`config.mk`:
```
export PLATFORM = sky130hd
export DESIGN_NAME = branch_predictor_flat
export DESIGN_NICKNAME = d
export VERILOG_FILES = /design/src/rtl/bp_pkg.sv /design/src/rtl/branch_predictor_if.sv /design/src/rtl/bp_sat_ctr.sv /design/src/rtl/branch_predictor.sv /design/src/flat_wrapper.sv
export SDC_FILE = /design/constraint.sdc
export NUM_CORES = 1
export LEC_CHECK = 0
export ABC_AREA = 1
export BUFFER_PORTS_ARGS = -buffer_cell sky130_fd_sc_hd__buf_2
export CORE_MARGIN = 2
export CORE_UTILIZATION = 40
export DETAILED_ROUTE_END_ITERATION = 10
export PLACE_DENSITY = 0.64
export RECOVER_POWER = 25
export SLEW_MARGIN = 20
export SYNTH_ARGS = -nofsm -noshare
export SYNTH_HDL_FRONTEND = slang
export SYNTH_SLANG_ARGS = --single-unit
```
`constraint.sdc`:
```
create_clock -name clk -period 5 [get_ports clk]
set_clock_uncertainty 0.05 [all_clocks]
set_input_delay 0.75 -clock clk [delete_from_list [all_inputs] [get_ports clk]]
set_output_delay 0.75 -clock clk [all_outputs]
set_load 0.01 [all_outputs]
```
`src/rtl/bp_pkg.sv`:
```
// rtl/bp_pkg.sv - shared types and constants for the branch predictor
package bp_pkg;

   // 2-bit direction counter encoding
   localparam logic [1:0] CTR_SNT   = 2'b00;
   localparam logic [1:0] CTR_WNT   = 2'b01;
   localparam logic [1:0] CTR_WT    = 2'b10;
   localparam logic [1:0] CTR_ST    = 2'b11;

   // Counter value after reset and on a fresh allocation
   localparam logic [1:0] CTR_RESET = CTR_WNT;
   localparam logic [1:0] CTR_ALLOC = CTR_WT;

   // Reset-managed part of a BTB entry; tag and target live in separate
   // non-reset arrays sized by the top-level parameters.
   typedef struct packed {
      logic       valid;
      logic [1:0] ctr;
   } btb_entry_t;

endpackage

```
`src/rtl/branch_predictor_if.sv`:
```
// rtl/branch_predictor_if.sv - fetch lookup, EX training and perf counter bundle
interface branch_predictor_if #(
   parameter int PCLEN = 32
);
   logic [PCLEN-1:0] F_pc_va;
   logic [PCLEN-1:0] F_BP_target_pc;
   logic             F_BP_pred_taken;
   logic             EX_br_valid;
   logic [PCLEN-1:0] EX_br_pc;
   logic             EX_br_taken;
   logic [PCLEN-1:0] EX_br_target;
   logic             EX_mispredict;
   logic [31:0]      perf_br_cnt;
   logic [31:0]      perf_mispred_cnt;

   // Pipeline side: presents the fetch PC and resolved branches
   modport master (
      output F_pc_va, EX_br_valid, EX_br_pc, EX_br_taken, EX_br_target, EX_mispredict,
      input  F_BP_target_pc, F_BP_pred_taken, perf_br_cnt, perf_mispred_cnt
   );

   // Predictor side
   modport slave (
      input  F_pc_va, EX_br_valid, EX_br_pc, EX_br_taken, EX_br_target, EX_mispredict,
      output F_BP_target_pc, F_BP_pred_taken, perf_br_cnt, perf_mispred_cnt
   );
endinterface

```
`src/rtl/bp_sat_ctr.sv`:
```
// rtl/bp_sat_ctr.sv - 2-bit saturating direction counter next-state function
module bp_sat_ctr
   import bp_pkg::*;
(
   input  logic [1:0] ctr,
   input  logic       taken,
   output logic [1:0] ctr_next
);

   // Move toward the outcome, holding at the strong ends
   always_comb begin
      ctr_next = ctr;
      if (taken) begin
         if (ctr != CTR_ST) ctr_next = ctr + 2'd1;
      end else begin
         if (ctr != CTR_SNT) ctr_next = ctr - 2'd1;
      end
   end

endmodule

```
`src/rtl/branch_predictor.sv`:
```
// rtl/branch_predictor.sv - direct-mapped BTB with 2-bit counters and perf counters
module branch_predictor
   import bp_pkg::*;
#(
   parameter  int PCLEN       = 32,
   parameter  int BTB_ENTRIES = 16,
   localparam int IDX_BITS    = $clog2(BTB_ENTRIES),
   localparam int TAG_BITS    = PCLEN - IDX_BITS - 2
) (
   input  logic               clk,
   input  logic               rst,
   branch_predictor_if.slave  bus
);

   btb_entry_t          r_ent    [BTB_ENTRIES];
   logic [TAG_BITS-1:0] r_tag    [BTB_ENTRIES];
   logic [PCLEN-1:0]    r_target [BTB_ENTRIES];
   logic [31:0]         r_perf_br;
   logic [31:0]         r_perf_mispred;

   logic [IDX_BITS-1:0] w_f_idx;
   logic [TAG_BITS-1:0] w_f_tag;
   logic                w_f_hit;
   logic                w_f_taken;
   logic [IDX_BITS-1:0] w_u_idx;
   logic [TAG_BITS-1:0] w_u_tag;
   logic                w_u_hit;
   logic [1:0]          w_ctr_next;
   logic                w_unused_lowbits;

   // Byte-offset bits never participate in index or tag
   assign w_unused_lowbits = ^{bus.F_pc_va[1:0], bus.EX_br_pc[1:0]};

   assign w_f_idx = bus.F_pc_va[IDX_BITS+1:2];
   assign w_f_tag = bus.F_pc_va[PCLEN-1:IDX_BITS+2];
   assign w_u_idx = bus.EX_br_pc[IDX_BITS+1:2];
   assign w_u_tag = bus.EX_br_pc[PCLEN-1:IDX_BITS+2];

   // Zero-latency lookup; reads the pre-update entry, no bypass from EX
   assign w_f_hit   = r_ent[w_f_idx].valid && (r_tag[w_f_idx] == w_f_tag);
   assign w_f_taken = w_f_hit && r_ent[w_f_idx].ctr[1];
   assign w_u_hit   = r_ent[w_u_idx].valid && (r_tag[w_u_idx] == w_u_tag);

   assign bus.F_BP_pred_taken  = w_f_taken;
   assign bus.F_BP_target_pc   = w_f_taken ? r_target[w_f_idx] : bus.F_pc_va + PCLEN'(4);
   assign bus.perf_br_cnt      = r_perf_br;
   assign bus.perf_mispred_cnt = r_perf_mispred;

   bp_sat_ctr u_sat_ctr (
      .ctr      (r_ent[w_u_idx].ctr),
      .taken    (bus.EX_br_taken),
      .ctr_next (w_ctr_next)
   );

   // Valid/counter training and perf counting; reset wipes predictions at once
   always_ff @(posedge clk or posedge rst) begin
      if (rst) begin
         for (int i = 0; i < BTB_ENTRIES; i++) begin
            r_ent[i] <= '{valid: 1'b0, ctr: CTR_RESET};
         end
         r_perf_br      <= 32'd0;
         r_perf_mispred <= 32'd0;
      end else if (bus.EX_br_valid) begin
         r_perf_br <= r_perf_br + 32'd1;
         if (bus.EX_mispredict) r_perf_mispred <= r_perf_mispred + 32'd1;
         if (w_u_hit) begin
            r_ent[w_u_idx].ctr <= w_ctr_next;
         end else if (bus.EX_br_taken) begin
            r_ent[w_u_idx] <= '{valid: 1'b1, ctr: CTR_ALLOC};
         end
      end
   end

   // Tag/target capture on every taken resolution; on a hit the tag rewrite is a no-op
   always_ff @(posedge clk) begin
      if (bus.EX_br_valid && bus.EX_br_taken) begin
         r_tag[w_u_idx]    <= w_u_tag;
         r_target[w_u_idx] <= bus.EX_br_target;
      end
   end

endmodule

```
`src/flat_wrapper.sv`:
```
// flat-port wrapper written by rule: the top's interface ports become plain ports
module branch_predictor_flat import bp_pkg::*;
#(
   parameter  int PCLEN       = 32,
   parameter  int BTB_ENTRIES = 16,
   localparam int IDX_BITS    = $clog2(BTB_ENTRIES),
   localparam int TAG_BITS    = PCLEN - IDX_BITS - 2
)
  (clk, rst, bus_F_pc_va, bus_EX_br_valid, bus_EX_br_pc, bus_EX_br_taken, bus_EX_br_target, bus_EX_mispredict, bus_F_BP_target_pc, bus_F_BP_pred_taken, bus_perf_br_cnt, bus_perf_mispred_cnt);
  branch_predictor_if #(.PCLEN(PCLEN)) bus_i ();
  input  logic clk;
  input  logic rst;
  input wire logic [$bits(bus_i.F_pc_va)-1:0] bus_F_pc_va;
  input wire logic [$bits(bus_i.EX_br_valid)-1:0] bus_EX_br_valid;
  input wire logic [$bits(bus_i.EX_br_pc)-1:0] bus_EX_br_pc;
  input wire logic [$bits(bus_i.EX_br_taken)-1:0] bus_EX_br_taken;
  input wire logic [$bits(bus_i.EX_br_target)-1:0] bus_EX_br_target;
  input wire logic [$bits(bus_i.EX_mispredict)-1:0] bus_EX_mispredict;
  output wire logic [$bits(bus_i.F_BP_target_pc)-1:0] bus_F_BP_target_pc;
  output wire logic [$bits(bus_i.F_BP_pred_taken)-1:0] bus_F_BP_pred_taken;
  output wire logic [$bits(bus_i.perf_br_cnt)-1:0] bus_perf_br_cnt;
  output wire logic [$bits(bus_i.perf_mispred_cnt)-1:0] bus_perf_mispred_cnt;
  assign bus_i.F_pc_va = bus_F_pc_va;
  assign bus_i.EX_br_valid = bus_EX_br_valid;
  assign bus_i.EX_br_pc = bus_EX_br_pc;
  assign bus_i.EX_br_taken = bus_EX_br_taken;
  assign bus_i.EX_br_target = bus_EX_br_target;
  assign bus_i.EX_mispredict = bus_EX_mispredict;
  assign bus_F_BP_target_pc = bus_i.F_BP_target_pc;
  assign bus_F_BP_pred_taken = bus_i.F_BP_pred_taken;
  assign bus_perf_br_cnt = bus_i.perf_br_cnt;
  assign bus_perf_mispred_cnt = bus_i.perf_mispred_cnt;
  branch_predictor #(.PCLEN(PCLEN), .BTB_ENTRIES(BTB_ENTRIES)) u_core (.clk(clk), .rst(rst), .bus(bus_i));
endmodule
```
-- Word-level counts from Yosys, hierarchy flattened
Memory sizes are Yosys's and may differ from the RTL's.
Index checks and enable logic that the tools add are counted.
- register bits after elaboration: 112
- bits in latches: 0
- memory bits (writable): 928
- bits in read-only memories: 0
- word-level logic and storage cells: 80
- memories: 2
- memory list (memory ; words ; bits a word ; read ports ; clocked after memory_dff ; write ports ; line ; text):
    u_core.r_target ; 16 ; 32 ; 1 ; 0 ; 1 ; branch_predictor.sv:17 ; logic [PCLEN-1:0] r_target [BTB_ENTRIES];
    u_core.r_tag ; 16 ; 26 ; 2 ; 0 ; 1 ; branch_predictor.sv:16 ; logic [TAG_BITS-1:0] r_tag [BTB_ENTRIES];
- $add $sub $neg: 5
- $mul: 0
- divide/modulo/power cells: 0
- $lt $le $gt $ge: 3
- equal/unequal tests: 3
- shift operators: 0
- mux-type cells: 19
- bitwise logic cells: 5
- reduce and logical (&&, ||, !) cells: 9
- operators by type and width (kind ; count):
    48-bit 2-to-1 mux ; 2
    32-bit by 1-bit adder with 32-bit output (second input constant) ; 2
    26-bit equality test ; 2
    48-bit bitwise mux ; 1
    32-bit by 3-bit adder with 32-bit output (second input constant) ; 1
    32-bit 2-to-1 mux ; 1
    32-bit bitwise OR ; 1
    3-bit binary-select mux with 4-bit select ; 2
    3-bit demux with 4-bit select ; 2
    16-bit AND ; 1
    16-bit inverter ; 1
    3-bit 2-to-1 mux ; 5
    5-bit greater-or-equal comparator (second input constant) ; 2
    4-bit inverter with 5-bit output ; 2
    2-bit 2-to-1 mux ; 4
    1-bit logical AND ; 5
    5-bit by 1-bit less-than comparator with 1-bit output (second input constant) ; 1
    2-bit AND reduction ; 2
    2-bit nonzero test ; 2
    2-bit by 1-bit adder with 2-bit output (second input constant) ; 1
    1-bit 2-to-1 mux ; 2
    2-bit inequality test (second input constant) ; 1
    2-bit by 1-bit subtractor with 2-bit output (second input constant) ; 1

-- Longest topological paths before layout
- depth after elaboration: 9
- mapped depth: 24

-- Modules after synthesis
A second synthesis with hierarchy kept.
- cell total of the unflattened synthesis: 4771
- area, all modules: 47743.3 µm²
- modules (own cells, without submodules) (module ; times used ; cells each ; area each (µm²) ; sequential area each (µm²)):
    branch_predictor ; 1 ; 4765 ; 47718.3 ; 30689.4
    bp_sat_ctr ; 1 ; 6 ; 25.0 ; 0.0

-- Worst setup path after synthesis
Ideal clock, no wire load.
- kind: input port to flip-flop
- start: input port bus_EX_br_pc[2]
- end: memory u_core.r_tag[4][0] (netlist bit) (enable)
- library setup time: 546 ps
- arrival: 5430 ps
- slack: -1026 ps
- stages: 6
- cells stage by stage: buf_4 buf_6 nor2_4 buf_2 inv_2 nor3_1
- RTL lines (item ; line ; text):
    from (decl) ; flat_wrapper.sv:15 ; input wire logic [$bits(bus_i.EX_br_pc)-1:0] bus_EX_br_pc;
    to (decl) ; branch_predictor.sv:16 ;
No word-level cell before the write port.

-- Final worst setup path
- start: input port bus_F_pc_va[2]
- end: output port bus_F_BP_target_pc[18]
- cells in the longest elaborated chain, start to end: 7
- elaborated cells on any way between the ends: 11
- classes of those cells: 1 x add/sub; 1 x eq/ne; 4 x mux; 1 x bitwise; 2 x reduce/logical; 2 x memory
- RTL lines (item ; line ; text):
    from (decl) ; flat_wrapper.sv:13 ; input wire logic [$bits(bus_i.F_pc_va)-1:0] bus_F_pc_va;
    branches (longest 6 deep; another with memory 16 x 26 bit) ; -- ;
    32-bit 2-to-1 mux * ; branch_predictor.sv:45 ; assign bus.F_BP_target_pc = w_f_taken ? r_target[w_f_idx] : bus.F_pc_va + PCLEN'(4);
    to (decl) ; flat_wrapper.sv:19 ; output wire logic [$bits(bus_i.F_BP_target_pc)-1:0] bus_F_BP_target_pc;
Every way passes the cells marked *. The select of a mux whose other input is x is not followed.

==> flow_summary_export.csv <==
group,metric,value,unit
layout,final_cells,6921,
placement,io_buffers,195,
layout,synthToLayoutAreaGrowth,13.67,%
setup_path,arrival,3.86,ns
sta,period_share,93.18,%
sta,finalHoldViolations,0,
power_and_ir_drop,p_leak,0.02139,µW
die,die_area,125300,µm²
power_and_ir_drop,comb_power_share,10.1,%
setup_path,cp_cell_sequence,"buf_8, buf_12, a21oi_1, o21ai_0, a21oi_1, or2_2, inv_1, nand3_1, nor2_1, nand2_1, nor2_1, nand3_1, nor2_4, buf_12, nand2_1, o21ai_1, buf_2",
clocking,h-tree-depth,3,
power_and_ir_drop,ir_drop,0.3306,mV
setup_path,crit_slowest_cell,"buf_12",
global_routing,grtUsageTotal,23.95,%
detailed_routing,wl,153600,µm
setup_path,critPathMaxFanout,106,
global_routing,grtUsageMet1,32.61,%
yosys,yosysUniqueCellTypes,49,
detailed_routing,wl_per_cell,22.19,µm
clocking,postCtsHoldBufs,0,
sta,fin_setup_tns,0,ns
placement,place_hpwl,88130,µm
clocking,cts_buffers,110,
clocking,cts_tree,"done",
flow_run,maxCapViolCount,0,
detailed_routing,drt_iter0_drc,4676,
detailed_routing,first_pass_iters,8,
power_and_ir_drop,power,20050,µW
sta,rsz0062_at_grt,"no",
layout,final_common_cell,"nand2_1",
global_routing,grt_max_degree,166,
global_routing,antenna_found_initial,21,
global_routing,grt_use_met3,4.979,%
yosys,netlist_area,49000,µm²
power_and_ir_drop,p_switching,5050,µW
clocking,clock_latency,0.76,ns
sta,slew_headroom,31.11,%
die,io_pins,198,
layout,drive_gt1_share,9.503,%
yosys,yosys_warnings,0,
setup_path,cp.required,4.20,ns
yosys,synth_fp_nets,5178,
clocking,cts_buffer_depth,3,
yosys,ys_seq_area_share,62.63,%
outcome,outcome,"finished clean",
sta,final.setup.worst_slack,0.3412,ns
power_and_ir_drop,p_clk_share,41.0,%
placement,dp_slack,0.4176,ns
die,initial_core_util,40.26,%
layout,fill_cells,11360,
sta,finalSetupViolations,0,
global_routing,top_usage_layer,"met2",
clocking,cts_resized,0,
die,core_area,121700,µm²
detailed_routing,viasPerCell,5.544,
layout,regArea,30690,µm²
layout,multi_input_area,16040,µm²
detailed_routing,vias,38370,
layout,nets,5307,
global_routing,grt_pass1_vias,35880,
global_routing,use_met2,37.71,%
power_and_ir_drop,switching_share,25.18,%
layout,postLayoutCoreUtil,45.76,%
sta,max_freq,0.2146,GHz
sta,slew_violations,0,
clocking,cts_root_buffer,"clkbuf_16",
global_routing,grt_pass1_wl,227300,µm
power_and_ir_drop,seqPwrFrac,48.9,%
yosys,synth.area.top_cells,"edfxtp_1 57%, nand2_1 11%, o21ai_0 5.8%",
yosys,avgSynthCellArea,9.657,µm²
yosys,netlist_instances,5074,
setup_path,critical_path_class,"in2out",
global_routing,overflow,0,
setup_path,start_kind,"input pin",
clocking,cts_setup_buffers,0,
yosys,synth_top_area_share,56.87,%
layout,final_cell_mix,"1438 x nand2_1, 928 x edfxtp_1, 635 x nor2_1",
setup_path,end_kind,"primary output",
sta,tightest_slew,1.033,ns
yosys,synth_top_area_cell,"edfxtp_1",
placement,place_congestion,0.9638,
min_path,hold_path_class,"in2async",
yosys,ys_seq_elements,1040,
die,rows,128,
setup_path,cp_slowest_stage_delay,0.44,ns
detailed_routing,ant_nets,0,
sta,min_period,4.659,ns
die,fp.dieH,354,µm
placement,place_inst,6716,
power_and_ir_drop,p_int,15000,µW
clocking,clk_pin_slew,0.06,ns
clocking,clock_sinks,1040,
detailed_routing,route.detailed.drc,0,
power_and_ir_drop,power_density,360.0,nW/µm²
die,die_w,354,µm
path summary, 6_finish.rpt:
check / start / endpoint / slack, ns / depth (start not counted)
min in group clk: bus_EX_mispredict / u_core.bus.perf_mispred_cnt[0] / 0.30 / 3
setup reg to reg: u_core.r_tag[7][1] / u_core.r_ent[43] / 2.06 / 16
hold / removal: rst / u_core.bus.perf_mispred_cnt[5] / 0.11 / 2
max in group asynchronous: rst / u_core.bus.perf_mispred_cnt[12] / 3.91 / 3
setup / recovery: bus_F_pc_va[2] / bus_F_BP_target_pc[18] / 0.34 / 17
hold reg to reg: u_core.bus.perf_mispred_cnt[31] / u_core.bus.perf_mispred_cnt[31] / 0.41 / 1
worst max-delay path: cells and delay by family:
family	cells	cell delay [ns]
AO/OA/AOI/OAI	4	0.58
buffers and inverters	5	1.08
AND/OR/NAND/NOR	8	1.39
logic make-up after synthesis:
family,share of synthesized area (%)
muxes,0.02298
AOI/OAI and AO/OA,10.95
adders and majority gates,0.07661
xor gates and xnor gates,1.591
buffers and inverters,4.890
and+or+nand+nor,19.84
DFF,62.63
cells in the mapped netlist (all sizes together):
master and number:
a21oi 101, nand3b 9, nor2b 1, nor4b 1, o211ai 60, a22oi 13, inv 271, edfxtp 928
ha 3, a31o 5, o21ai 607, o21bai 4, and2 3, dfrtp 96, nor2 653, xor2 77
a22o 1, nor3 49, buf 152, o22ai 100, clkinv 1, nand3 224, o21a 2, mux2 1
nand4 23, o31ai 5, o221ai 57, nor3b 2, nand2 1443, clkbuf 139, xnor2 12, or2 3
dfstp 16, nor4 12
power groups by stage:
stage | Combinational [µW] | Clock [µW] | Sequential, µW
after detailed placement | 1990 | 0 | 9980
final | 2020 | 8220 | 9810
after global placement | 1970 | 0 | 9980
after CTS | 2000 | 8330 | 9810
after floorplan | 1160 | 0 | 9990
after global routing | 2220 | 8650 | 9830
area by class of cell:
cell class,count,share of cell area (%)
Antenna cell,3,0.01348
Clock buffer,142,5.324
Clock inverter,60,1.166
Inverter,272,1.871
Multi-Input combinational cell,3471,28.80
Sequential cell,1040,55.10
Tap cell,1625,3.650
Timing Repair Buffer,308,4.082
sequential cells by signal, indices dropped and copies added (netlist names):
| signal | cells |
|---|---|
| u_core.r_target | 512 |
| u_core.r_ent | 48 |
| u_core.r_tag | 416 |
| u_core.bus.perf_mispred_cnt | 32 |
| u_core.bus.perf_br_cnt | 32 |
routing by layer:
metal / part of all wire (%) / vias up
met5: 0.12 / -
met4: 3.5 / 28
met3: 9.8 / 392
met2: 46 / 1892
met1: 41 / 18380
li1: - / 17680
through the flow:
| stage | hold slack (ns) | instance area [µm²] |
|---|---|---|
| detailed placement | 0.4068 | 52120 |
| finish | 0.1130 | 55700 |
| global route | 0.1543 | 55690 |
| floorplan | 0.3806 | 49000 |
| global placement | 0.4018 | 52120 |
| CTS | 0.2342 | 55730 |
Power figures use the tool's default switching activity.
